--- src/rtl/qed_inst_pkg.sv ---
// Shared encodings for the QED instruction constraint: RV32I opcode fields, instruction
// classes, run modes, sequencer states and the mode permission table.
package qed_inst_pkg;

   localparam logic [6:0] OPC_LUI    = 7'b0110111;
   localparam logic [6:0] OPC_AUIPC  = 7'b0010111;
   localparam logic [6:0] OPC_JAL    = 7'b1101111;
   localparam logic [6:0] OPC_JALR   = 7'b1100111;
   localparam logic [6:0] OPC_BRANCH = 7'b1100011;
   localparam logic [6:0] OPC_LOAD   = 7'b0000011;
   localparam logic [6:0] OPC_STORE  = 7'b0100011;
   localparam logic [6:0] OPC_OP_IMM = 7'b0010011;
   localparam logic [6:0] OPC_OP     = 7'b0110011;
   localparam logic [6:0] OPC_FENCE  = 7'b0001111;
   localparam logic [6:0] OPC_SYSTEM = 7'b1110011;
   localparam logic [6:0] OPC_NOP    = 7'b1111111;

   localparam logic [6:0] F7_BASE = 7'b0000000;
   localparam logic [6:0] F7_ALT  = 7'b0100000;

   localparam logic [2:0] F3_ADD_SUB = 3'b000;
   localparam logic [2:0] F3_SLL     = 3'b001;
   localparam logic [2:0] F3_SR      = 3'b101;

   localparam logic [31:0] INST_ECALL  = 32'h0000_0073;
   localparam logic [31:0] INST_EBREAK = 32'h0010_0073;

   typedef enum logic [3:0] {
      CLS_NOP, CLS_R, CLS_I, CLS_LUI, CLS_LOAD, CLS_STORE, CLS_BRANCH,
      CLS_JAL, CLS_JALR, CLS_AUIPC, CLS_FENCE, CLS_SYSTEM, CLS_ILLEGAL
   } inst_class_e;

   typedef enum logic [1:0] {MODE_NOP_ONLY, MODE_ALU, MODE_ALU_MEM, MODE_FULL} qed_mode_e;

   typedef enum logic [1:0] {ST_IDLE, ST_ISSUE, ST_DRAIN, ST_DONE} qed_state_e;

   // Each mode is a strict superset of the one below it.
   function automatic logic mode_permits(input qed_mode_e m, input inst_class_e c);
      logic alu;
      logic mem;
      alu = (c == CLS_R) || (c == CLS_I) || (c == CLS_LUI);
      mem = (c == CLS_LOAD) || (c == CLS_STORE);
      case (m)
         MODE_ALU:     return alu;
         MODE_ALU_MEM: return alu || mem;
         MODE_FULL:    return c != CLS_ILLEGAL;
         default:      return 1'b0;
      endcase
   endfunction

endpackage

--- src/rtl/rv32i_inst_classifier.sv ---
// Combinational RV32I classifier; any word that breaks the QED register/offset
// restrictions of its format is reported as CLS_ILLEGAL.
module rv32i_inst_classifier
   import qed_inst_pkg::*;
#(
   parameter int unsigned REG_LIMIT     = 16,
   parameter int unsigned MEM_OFF_LIMIT = 64
) (
   input  logic [31:0]  instruction,
   output inst_class_e  inst_class
);

   logic [6:0]  w_opc;
   logic [4:0]  w_rd, w_rs1, w_rs2;
   logic [2:0]  w_f3;
   logic [6:0]  w_f7;
   logic        w_rd_ok, w_rs1_ok, w_rs2_ok;
   logic [11:0] w_ld_off, w_st_off;
   logic        w_mem_base_ok;

   assign w_opc    = instruction[6:0];
   assign w_rd     = instruction[11:7];
   assign w_f3     = instruction[14:12];
   assign w_rs1    = instruction[19:15];
   assign w_rs2    = instruction[24:20];
   assign w_f7     = instruction[31:25];
   assign w_rd_ok  = {27'd0, w_rd} < REG_LIMIT;
   assign w_rs1_ok = {27'd0, w_rs1} < REG_LIMIT;
   assign w_rs2_ok = {27'd0, w_rs2} < REG_LIMIT;
   assign w_ld_off = instruction[31:20];
   assign w_st_off = {instruction[31:25], instruction[11:7]};
   // Memory ops address only a small positive window off x0.
   assign w_mem_base_ok = (w_rs1 == 5'd0) && (instruction[31:30] == 2'b00);

   always_comb begin
      inst_class = CLS_ILLEGAL;
      case (w_opc)
         OPC_NOP: inst_class = CLS_NOP;
         OPC_OP: begin
            if (w_rd_ok && w_rs1_ok && w_rs2_ok &&
                ((w_f7 == F7_BASE) ||
                 ((w_f7 == F7_ALT) && ((w_f3 == F3_ADD_SUB) || (w_f3 == F3_SR)))))
               inst_class = CLS_R;
         end
         OPC_OP_IMM: begin
            if (w_rd_ok && w_rs1_ok &&
                ((w_f3 == F3_SLL) ? (w_f7 == F7_BASE) :
                 (w_f3 == F3_SR)  ? ((w_f7 == F7_BASE) || (w_f7 == F7_ALT)) : 1'b1))
               inst_class = CLS_I;
         end
         OPC_LUI: if (w_rd_ok) inst_class = CLS_LUI;
         OPC_LOAD: begin
            if (w_mem_base_ok && w_rd_ok && ({20'd0, w_ld_off} < MEM_OFF_LIMIT) &&
                (w_f3 != 3'b011) && (w_f3 != 3'b110) && (w_f3 != 3'b111))
               inst_class = CLS_LOAD;
         end
         OPC_STORE: begin
            if (w_mem_base_ok && w_rs2_ok && ({20'd0, w_st_off} < MEM_OFF_LIMIT) &&
                (w_f3[2] == 1'b0) && (w_f3 != 3'b011))
               inst_class = CLS_STORE;
         end
         OPC_BRANCH: begin
            if (w_rs1_ok && w_rs2_ok && (w_f3 != 3'b010) && (w_f3 != 3'b011))
               inst_class = CLS_BRANCH;
         end
         // PC-relative results would differ between the original and duplicate halves.
         OPC_JAL:   if (w_rd == 5'd0) inst_class = CLS_JAL;
         OPC_JALR:  if ((w_rd == 5'd0) && (w_f3 == 3'b000) && w_rs1_ok) inst_class = CLS_JALR;
         OPC_AUIPC: if (w_rd == 5'd0) inst_class = CLS_AUIPC;
         OPC_FENCE: if ((w_f3 == 3'b000) && w_rd_ok && w_rs1_ok) inst_class = CLS_FENCE;
         OPC_SYSTEM: begin
            if ((instruction == INST_ECALL) || (instruction == INST_EBREAK))
               inst_class = CLS_SYSTEM;
         end
         default: inst_class = CLS_ILLEGAL;
      endcase
   end

endmodule

--- src/rtl/qed_inst_constraint_seq.sv ---
// Stateful QED instruction constraint: latches a run mode, bounds the number of
// non-NOP instructions per run, drains with NOPs, and records any illegal fetch.
module qed_inst_constraint_seq
   import qed_inst_pkg::*;
#(
   parameter int unsigned REG_LIMIT     = 16,
   parameter int unsigned MEM_OFF_LIMIT = 64,
   parameter int unsigned MAX_INSTS     = 8,
   parameter int unsigned DRAIN_CYCLES  = 4,
   parameter bit          ENABLE_ASSUME = 1'b1,
   localparam int unsigned CntW         = $clog2(MAX_INSTS + 1)
) (
   input  logic             clk,
   input  logic             rst,
   input  logic [31:0]      instruction,
   input  logic             inst_valid,
   input  logic             start,
   input  logic [1:0]       mode,
   output logic             allowed,
   output inst_class_e      inst_class,
   output logic [1:0]       state,
   output logic [CntW-1:0]  issued_cnt,
   output logic             done,
   output logic             violation
);

   localparam int unsigned     DrainW    = (DRAIN_CYCLES < 2) ? 1 : $clog2(DRAIN_CYCLES);
   localparam logic [DrainW-1:0] DrainLast = DrainW'((DRAIN_CYCLES == 0) ? 0 : DRAIN_CYCLES - 1);
   localparam logic [CntW-1:0] CntLast   = CntW'(MAX_INSTS - 1);
   localparam logic [CntW-1:0] CntMax    = CntW'(MAX_INSTS);

   qed_state_e        r_state;
   qed_mode_e         r_mode;
   logic [CntW-1:0]   r_issued_cnt;
   logic [DrainW-1:0] r_drain_cnt;
   logic              r_done;
   logic              r_violation;
   logic              w_is_nop;
   logic              w_allowed;
   logic              w_accept;

   rv32i_inst_classifier #(
      .REG_LIMIT     (REG_LIMIT),
      .MEM_OFF_LIMIT (MEM_OFF_LIMIT)
   ) u_classifier (
      .instruction (instruction),
      .inst_class  (inst_class)
   );

   assign w_is_nop  = (inst_class == CLS_NOP);
   assign w_allowed = w_is_nop || ((r_state == ST_ISSUE) && mode_permits(r_mode, inst_class));
   assign w_accept  = inst_valid && w_allowed && !w_is_nop && (r_state == ST_ISSUE);

   always_ff @(posedge clk) begin
      if (rst) begin
         r_state      <= ST_IDLE;
         r_mode       <= MODE_NOP_ONLY;
         r_issued_cnt <= '0;
         r_drain_cnt  <= '0;
         r_done       <= 1'b0;
         r_violation  <= 1'b0;
      end else begin
         if (inst_valid && !w_allowed) r_violation <= 1'b1;
         case (r_state)
            ST_IDLE: begin
               if (start) begin
                  r_mode       <= qed_mode_e'(mode);
                  r_issued_cnt <= '0;
                  r_state      <= ST_ISSUE;
               end
            end
            // With MODE_NOP_ONLY nothing is ever accepted, so the run parks here.
            ST_ISSUE: begin
               if (w_accept) begin
                  if (r_issued_cnt < CntMax) r_issued_cnt <= r_issued_cnt + CntW'(1);
                  if (r_issued_cnt == CntLast) begin
                     r_drain_cnt <= '0;
                     if (DRAIN_CYCLES == 0) begin
                        r_state <= ST_DONE;
                        r_done  <= 1'b1;
                     end else begin
                        r_state <= ST_DRAIN;
                     end
                  end
               end
            end
            ST_DRAIN: begin
               r_drain_cnt <= r_drain_cnt + DrainW'(1);
               if (r_drain_cnt == DrainLast) begin
                  r_state <= ST_DONE;
                  r_done  <= 1'b1;
               end
            end
            default: ;
         endcase
      end
   end

   assign allowed    = w_allowed;
   assign state      = r_state;
   assign issued_cnt = r_issued_cnt;
   assign done       = r_done;
   assign violation  = r_violation;

   if (ENABLE_ASSUME) begin : g_assume
      a_inst_allowed: assume property (@(posedge clk) disable iff (rst) inst_valid |-> allowed);
   end

endmodule

--- config.mk ---
export PLATFORM = sky130hd
export DESIGN_NAME = qed_inst_constraint_seq
export DESIGN_NICKNAME = d
export VERILOG_FILES = /design/src/rtl/qed_inst_pkg.sv /design/src/rtl/rv32i_inst_classifier.sv /design/src/rtl/qed_inst_constraint_seq.sv
export SDC_FILE = /design/constraint.sdc
export NUM_CORES = 1
export LEC_CHECK = 0
export CAP_MARGIN = 20
export CELL_PAD_IN_SITES_DETAIL_PLACEMENT = 1
export CELL_PAD_IN_SITES_GLOBAL_PLACEMENT = 2
export CORE_MARGIN = 2
export CORE_UTILIZATION = 26
export CTS_CLUSTER_SIZE = 30
export DETAILED_ROUTE_END_ITERATION = 10
export GPL_TIMING_DRIVEN = 0
export PLACE_DENSITY_LB_ADDON = 0.3
export SETUP_SLACK_MARGIN = 0.05
export SYNTH_ARGS = -nofsm -noshare
export SYNTH_HDL_FRONTEND = slang
export SYNTH_SLANG_ARGS = --single-unit
--- constraint.sdc ---
create_clock -name clk -period 7.7 [get_ports clk]
set_input_delay 1.54 -clock clk [delete_from_list [all_inputs] [get_ports clk]]
set_output_delay 1.54 -clock clk [all_outputs]
set_load 0.02 [all_outputs]
# == Word level (Yosys, flattened, before mapping) ==
# Index checks and enable logic that the tools add are counted.
# op_classes
muxes,27
order_cmp,6
bitwise,1
eq_ne,39
n_reduce_logical,53
addsub,2
# op_table
cell,count
one-hot mux 4 bit (12 select lines),1
2-to-1 mux 4 bit,10
equality test 7 bit (second input constant),5
equality test 32 x 21 -> 1 bit (second input constant),1
equality test 32 x 7 -> 1 bit (second input constant),1
equality test 7 x 6 -> 1 bit (second input constant),4
logical AND 1 bit,27
< comparator 12 x 7 -> 1 bit (second input constant),2
< comparator 5 bit (second input constant),3
equality test 7 x 5 -> 1 bit (second input constant),2
equality test 4 x 3 -> 1 bit (second input constant),3
2-to-1 mux 2 bit,6
2-to-1 mux 3 bit,4
logical NOT 5 bit,2
logical OR 1 bit,9
equality test 2 bit (second input constant),4
equality test 4 x 2 -> 1 bit (second input constant),2
one-hot mux 4 bit (2 select lines),1
equality test 7 x 2 -> 1 bit (second input constant),1
equality test 7 x 4 -> 1 bit (second input constant),1
logical NOT 7 bit,1
!= test 2 bit (second input constant),3
!= test 3 x 2 -> 1 bit (second input constant),2
!= test 3 bit (second input constant),2
24 further kinds,31
# totals
input_bits,38
ff_bits,12
out_inout_bits,13

# == Logic depth before layout (Yosys ltp) ==
# logic_depth
ltp_word,21
ltp_mapped,10
mapped_depth_nobuf,9

# == Cells and area by module ==
# From an unflattened synthesis, not the netlist that was laid out.
# hier_totals
hier_cells,204
area_unflattened_um2,1456.4
# by_module_without_submodules
module,area_each_um2,cells_per_inst,instances,seq_area_each_um2
qed_inst_constraint_seq,877.1,111,1,240.2
rv32i_inst_classifier,579.3,93,1,0.0

# == Least setup slack after synthesis ==
# OpenSTA, ideal clock, no wires.
# synth_path
path_kind,input port to output port
startpoint,in instruction[4]
endpoint,out allowed
arrival_time_ns,3.221
required_ns,6.160
cell_stages,8
path_slack_ns,2.939
cell_sequence,buf_4 -> nand3b_1 -> or3_1 -> nor2_1 -> a211oi_2 -> o211ai_1 -> o32ai_4 -> nand3_1
# synth_between
elab_chain_len,11
# synth_rtl
element,line,source
start: declaration,qed_inst_constraint_seq.sv:15,"input logic [31:0] instruction,"
equality test 32 x 7 -> 1 bit or equality test 32 x 21 -> 1 bit (tied branches),rv32i_inst_classifier.sv:72,if ((instruction == INST_ECALL) || (instruction == INST_EBREAK))
logical OR 1 bit,rv32i_inst_classifier.sv:72,
2-to-1 mux 3 bit,rv32i_inst_classifier.sv:72,
one-hot mux 4 bit (12 select lines) (*),rv32i_inst_classifier.sv:37,case (w_opc)
named net inst_class[0],qed_inst_constraint_seq.sv:20,"output inst_class_e inst_class,"
equality test 4 x 1 -> 1 bit or equality test 4 x 2 -> 1 bit (tied branches),qed_inst_pkg.sv:41,alu = (c == CLS_R) || (c == CLS_I) || (c == CLS_LUI);
logical OR 1 bit (2 in a row),qed_inst_pkg.sv:41,
logical OR 1 bit,qed_inst_pkg.sv:45,MODE_ALU_MEM: return alu || mem;
one-hot mux 1 bit (3 select lines),qed_inst_pkg.sv:43,case (m)
logical AND 1 bit,qed_inst_constraint_seq.sv:51,"assign w_allowed = w_is_nop || ((r_state == ST_ISSUE) && mode_permits(r_mode, inst_class));"
logical OR 1 bit (*),qed_inst_constraint_seq.sv:51,
end: declaration,qed_inst_constraint_seq.sv:19,"output logic allowed,"
# Mark *: on every way through the listed nets, which the timed path passes. The rest lies on a longest branch.

# == Worst setup path after layout ==
# layout_path
startpoint,in instruction[14]
endpoint,out allowed
# layout_between
elab_chain_len,14
# layout_rtl
element,line,source
equality test 3 bit or logical NOT 3 bit (tied branches),--,
logical OR 1 bit,rv32i_inst_classifier.sv:42,((w_f7 == F7_ALT) && ((w_f3 == F3_ADD_SUB) || (w_f3 == F3_SR)))))
logical AND 1 bit,rv32i_inst_classifier.sv:42,
logical OR 1 bit,rv32i_inst_classifier.sv:41,((w_f7 == F7_BASE) ||
logical AND 1 bit,rv32i_inst_classifier.sv:40,if (w_rd_ok && w_rs1_ok && w_rs2_ok &&
2-to-1 mux 4 bit,rv32i_inst_classifier.sv:40,
one-hot mux 4 bit (12 select lines) (*),rv32i_inst_classifier.sv:37,
equality test 4 x 1 -> 1 bit or equality test 4 x 2 -> 1 bit (tied branches),qed_inst_pkg.sv:41,
logical OR 1 bit (2 in a row),qed_inst_pkg.sv:41,
logical OR 1 bit,qed_inst_pkg.sv:45,
one-hot mux 1 bit (3 select lines),qed_inst_pkg.sv:43,
logical AND 1 bit,qed_inst_constraint_seq.sv:51,
logical OR 1 bit (*),qed_inst_constraint_seq.sv:51,
# Every way passes the cells marked *; elsewhere a longest branch is shown, timed or not.

==> summary.md <==
| Metric | Value |
|---|---|
| Status | `completed` |
| Synth warn | `0` |
| CTS root buf | `clkbuf_8` |
| Crit start category | `input pin` |
| Post-Syn Nets | `243` |
| Syn Inst Count | `198` |
| CTS tree | `built` |
| Logic pwr share | `0.510` |
| Antenna viol nets, final | `0` |
| Slowest stage cell, crit path | `clkdlybuf4s50_1` |
| Vias in the first global route | `1712` |
| Worst Slack Setup Final | `1800 ps` |
| Largest net degree at the start of global routing | `11` |
| Final Instance Area | `2080 sq um` |
| Iter 0 DRT Violations | `89` |
| Pint | `0.184 mW` |
| Final Max Slew Viols | `0` |
| Die X | `78.6 um` |
| Post-Place Worst Slack | `1780 ps` |
| CP Data Required Time | `6160 ps` |
| WL final | `4860 um` |
| Clk pwr share | `0.236` |
| Fin crit period | `5900 ps` |
| Post-synth EDFFs | `0` |
| Final period utilization | `0.766` |
| Worst Path Max Fanout | `7` |
| Yosys reg bits | `12` |
| Initial antenna violation count | `0` |
| Post-cts sizing count | `0` |
| Most used cell, CP | `clkdlybuf4s50_1` |
| Port Buffer Count | `49` |
| Vias per cell | `5.20` |
| Row count | `27` |
| Initial Util | `0.266` |
| DP Wirelength | `3940 um` |
| Hold Crit Class | `register to register` |
| Async S/R FF share, synth | `0` |
| CTS sink cnt | `12` |
| Routed len/inst | `15.0 um` |
| Yosys cell types | `58` |
| Clock transition at the registers of the reported paths | `60 ps` |
| Max cap viols | `0` |
| CP Capture Type | `output pin` |
| Clock Tree Buf Depth | `2` |
| VDD IR max | `0.000130 V` |
| H-tree depth | `1` |
| First-pass GRT wire length | `8140 um` |
| Critical path class | `input pin to output pin` |
| Register share of total power | `0.254` |
| Net Sw Power | `0.126 mW` |
| Layout area overhead | `43.9%` |
| Gpl congestion | `0.748` |
| Commonest non-fill, non-tap cells in the layout | `clkdlybuf4s50_1, nor2_1, nand2_1` |
| Total track usage | `0.162` |
| Worst relative slew slack | `0.669` |
| DP Area | `2030 sq um` |
| CP Data Arrival Time | `4360 ps` |
| Leakage | `0.702 nW` |
| Die area | `6180 sq um` |
| Commonest non-fill, non-tap cell in the layout | `clkdlybuf4s50_1` |
| Hold_buf cts | `0` |
| RSZ-0062 raised after global routing | `false` |
| Worst Skew | `1.66 ps` |
| Syn Area/Cell | `7.31 sq um` |
| Setup TNS | `0 ps` |
| Final setup violation count | `0` |
| Actual slew at the worst max-slew pin | `497 ps` |
| Die Ht | `78.6 um` |
| Global route total overflow | `0` |
| Fin nets | `297` |
| DRC | `0` |
| Post-CTS setup buffer count | `0` |
| CTS Buf Count | `3` |
| Final-report hold violation count | `0` |
| Share of layout cells above drive strength 1 | `0.0757` |
| CP Cell Sequence | `clkdlybuf4s50_1, inv_2, a2111oi_0, o22ai_1, a311oi_2, nand2_1, a211o_1, nand3_1, clkdlybuf4s50_1` |
| Diodes inserted | `0` |
| DRT Pass-1 Iters | `6` |
| Sequential fraction of the synthesis area | `0.166` |
| Boundary Pins | `51` |
| Power Dens Cells | `149 nW/um^2` |
| Clk Latency, worst-skew pair | `250 ps` |
| Cell Area, Synth | `1450 sq um` |
| Switching share of power | `0.406` |
| Fmax | `0.169 GHz` |
| Slowest Stage Delay on Critical Path | `660 ps` |
| Vias | `1680` |
| Core Region | `5440 sq um` |
| Predominant post-synthesis flop cell | `dfxtp_1` |
==> worst max-delay path, delay by kind of cell <==
kind | cells | cell delay (ps)
AO/OA/AOI/OAI | 4 | 1210
buffers and inverters | 3 | 1340
AND/OR/NAND/NOR | 2 | 250
==> routing by layer <==
| layer | track usage | vias up | routed length [um] |
|---|---|---|---|
| li1 | - | 864 | - |
| met1 | 0.200 | 781 | 2270 |
| met2 | 0.289 | 30 | 2350 |
| met3 | 0.0172 | 5 | 163 |
| met4 | 0.0579 | 0 | 74 |
| met5 | 0 | - | 0 |
==> synthesized netlist by cell type, drive strengths merged (2+ instances only) <==
cell type	count	area, sq um
a21oi	7	35.0
nand2	22	82.6
nand3b	2	15.0
nand3	9	45.0
inv	9	36.3
xnor2	2	17.5
dfxtp	12	240
o32ai	2	36.3
a2111oi	2	36.3
ha	7	87.6
o41ai	2	17.5
and2	4	25.0
nand4	6	37.5
a211o	3	26.3
or3	3	18.8
nor3b	2	15.0
buf	5	36.3
o21ai	5	25.0
clkbuf	2	7.51
nor2b	6	37.5
nor4	6	43.8
nor2	22	82.6
nor3	16	80.1
a211oi	6	60.1
mux2	2	22.5
o211ai	3	22.5
a31oi	5	31.3
nand2b	4	25.0
==> state kept, by name (all words and copies together), names as in the netlist <==
register,flops
issued_cnt,4
state,2
done,1
r_drain_cnt,2
r_mode,2
violation,1
==> power groups by stage <==
stage	Sequential, mW	Clock (mW)	Combinational [mW]
floorplan	0.0846	0	0.0918
global placement	0.0801	0	0.156
detailed placement	0.0801	0	0.159
CTS	0.0789	0.0746	0.159
global route	0.0800	0.0772	0.177
finish	0.0788	0.0730	0.158
==> cell families (layout without fill, tap and decap cells) <==
| group | Yosys count | in the layout | share of synthesized area |
|---|---|---|---|
| flops | 12 | 12 | 0.166 |
| mux | 3 | 3 | 0.0225 |
| simple gates | 109 | 109 | 0.393 |
| buf+inv | 16 | 69 | 0.0553 |
| xor+xnor | 3 | 3 | 0.0182 |
| compound gates | 48 | 48 | 0.284 |
| fa+ha+maj | 7 | 7 | 0.0605 |
==> area by class of cell <==
class                      instances  area [sq um]
tap                               72          90.1
clock buffer                       4          55.1
buffer                             7          43.8
timing repair buffer              49           490
inverter                           9          36.3
sequential                        12           240
multi-input combinational        170          1130
fill                             681          3360
==> worst paths after layout <==
kind / slack, ps / cells after the start / from / to
min reg2reg: 470 / 2 / r_drain_cnt[1]$_SDFFE_PP0P_ / r_drain_cnt[1]$_SDFFE_PP0P_
min: 470 / 2 / r_drain_cnt[1]$_SDFFE_PP0P_ / r_drain_cnt[1]$_SDFFE_PP0P_
max reg2reg: 5030 / 10 / state[1]$_SDFFE_PP0P_ / state[0]$_SDFFE_PP0P_
max: 1800 / 9 / instruction[14] / allowed
==> through the flow <==
stage	hold slack (ps)	utilization	std cells	power [mW]
after floorplan	447	-	198	0.176
after global placement	458	0.373	319	0.237
after detailed placement	458	0.373	319	0.239
after CTS	473	0.383	323	0.313
after global routing	503	0.383	323	0.334
final	469	0.383	323	0.310
Note: power is estimated with default switching activity, not from simulation.
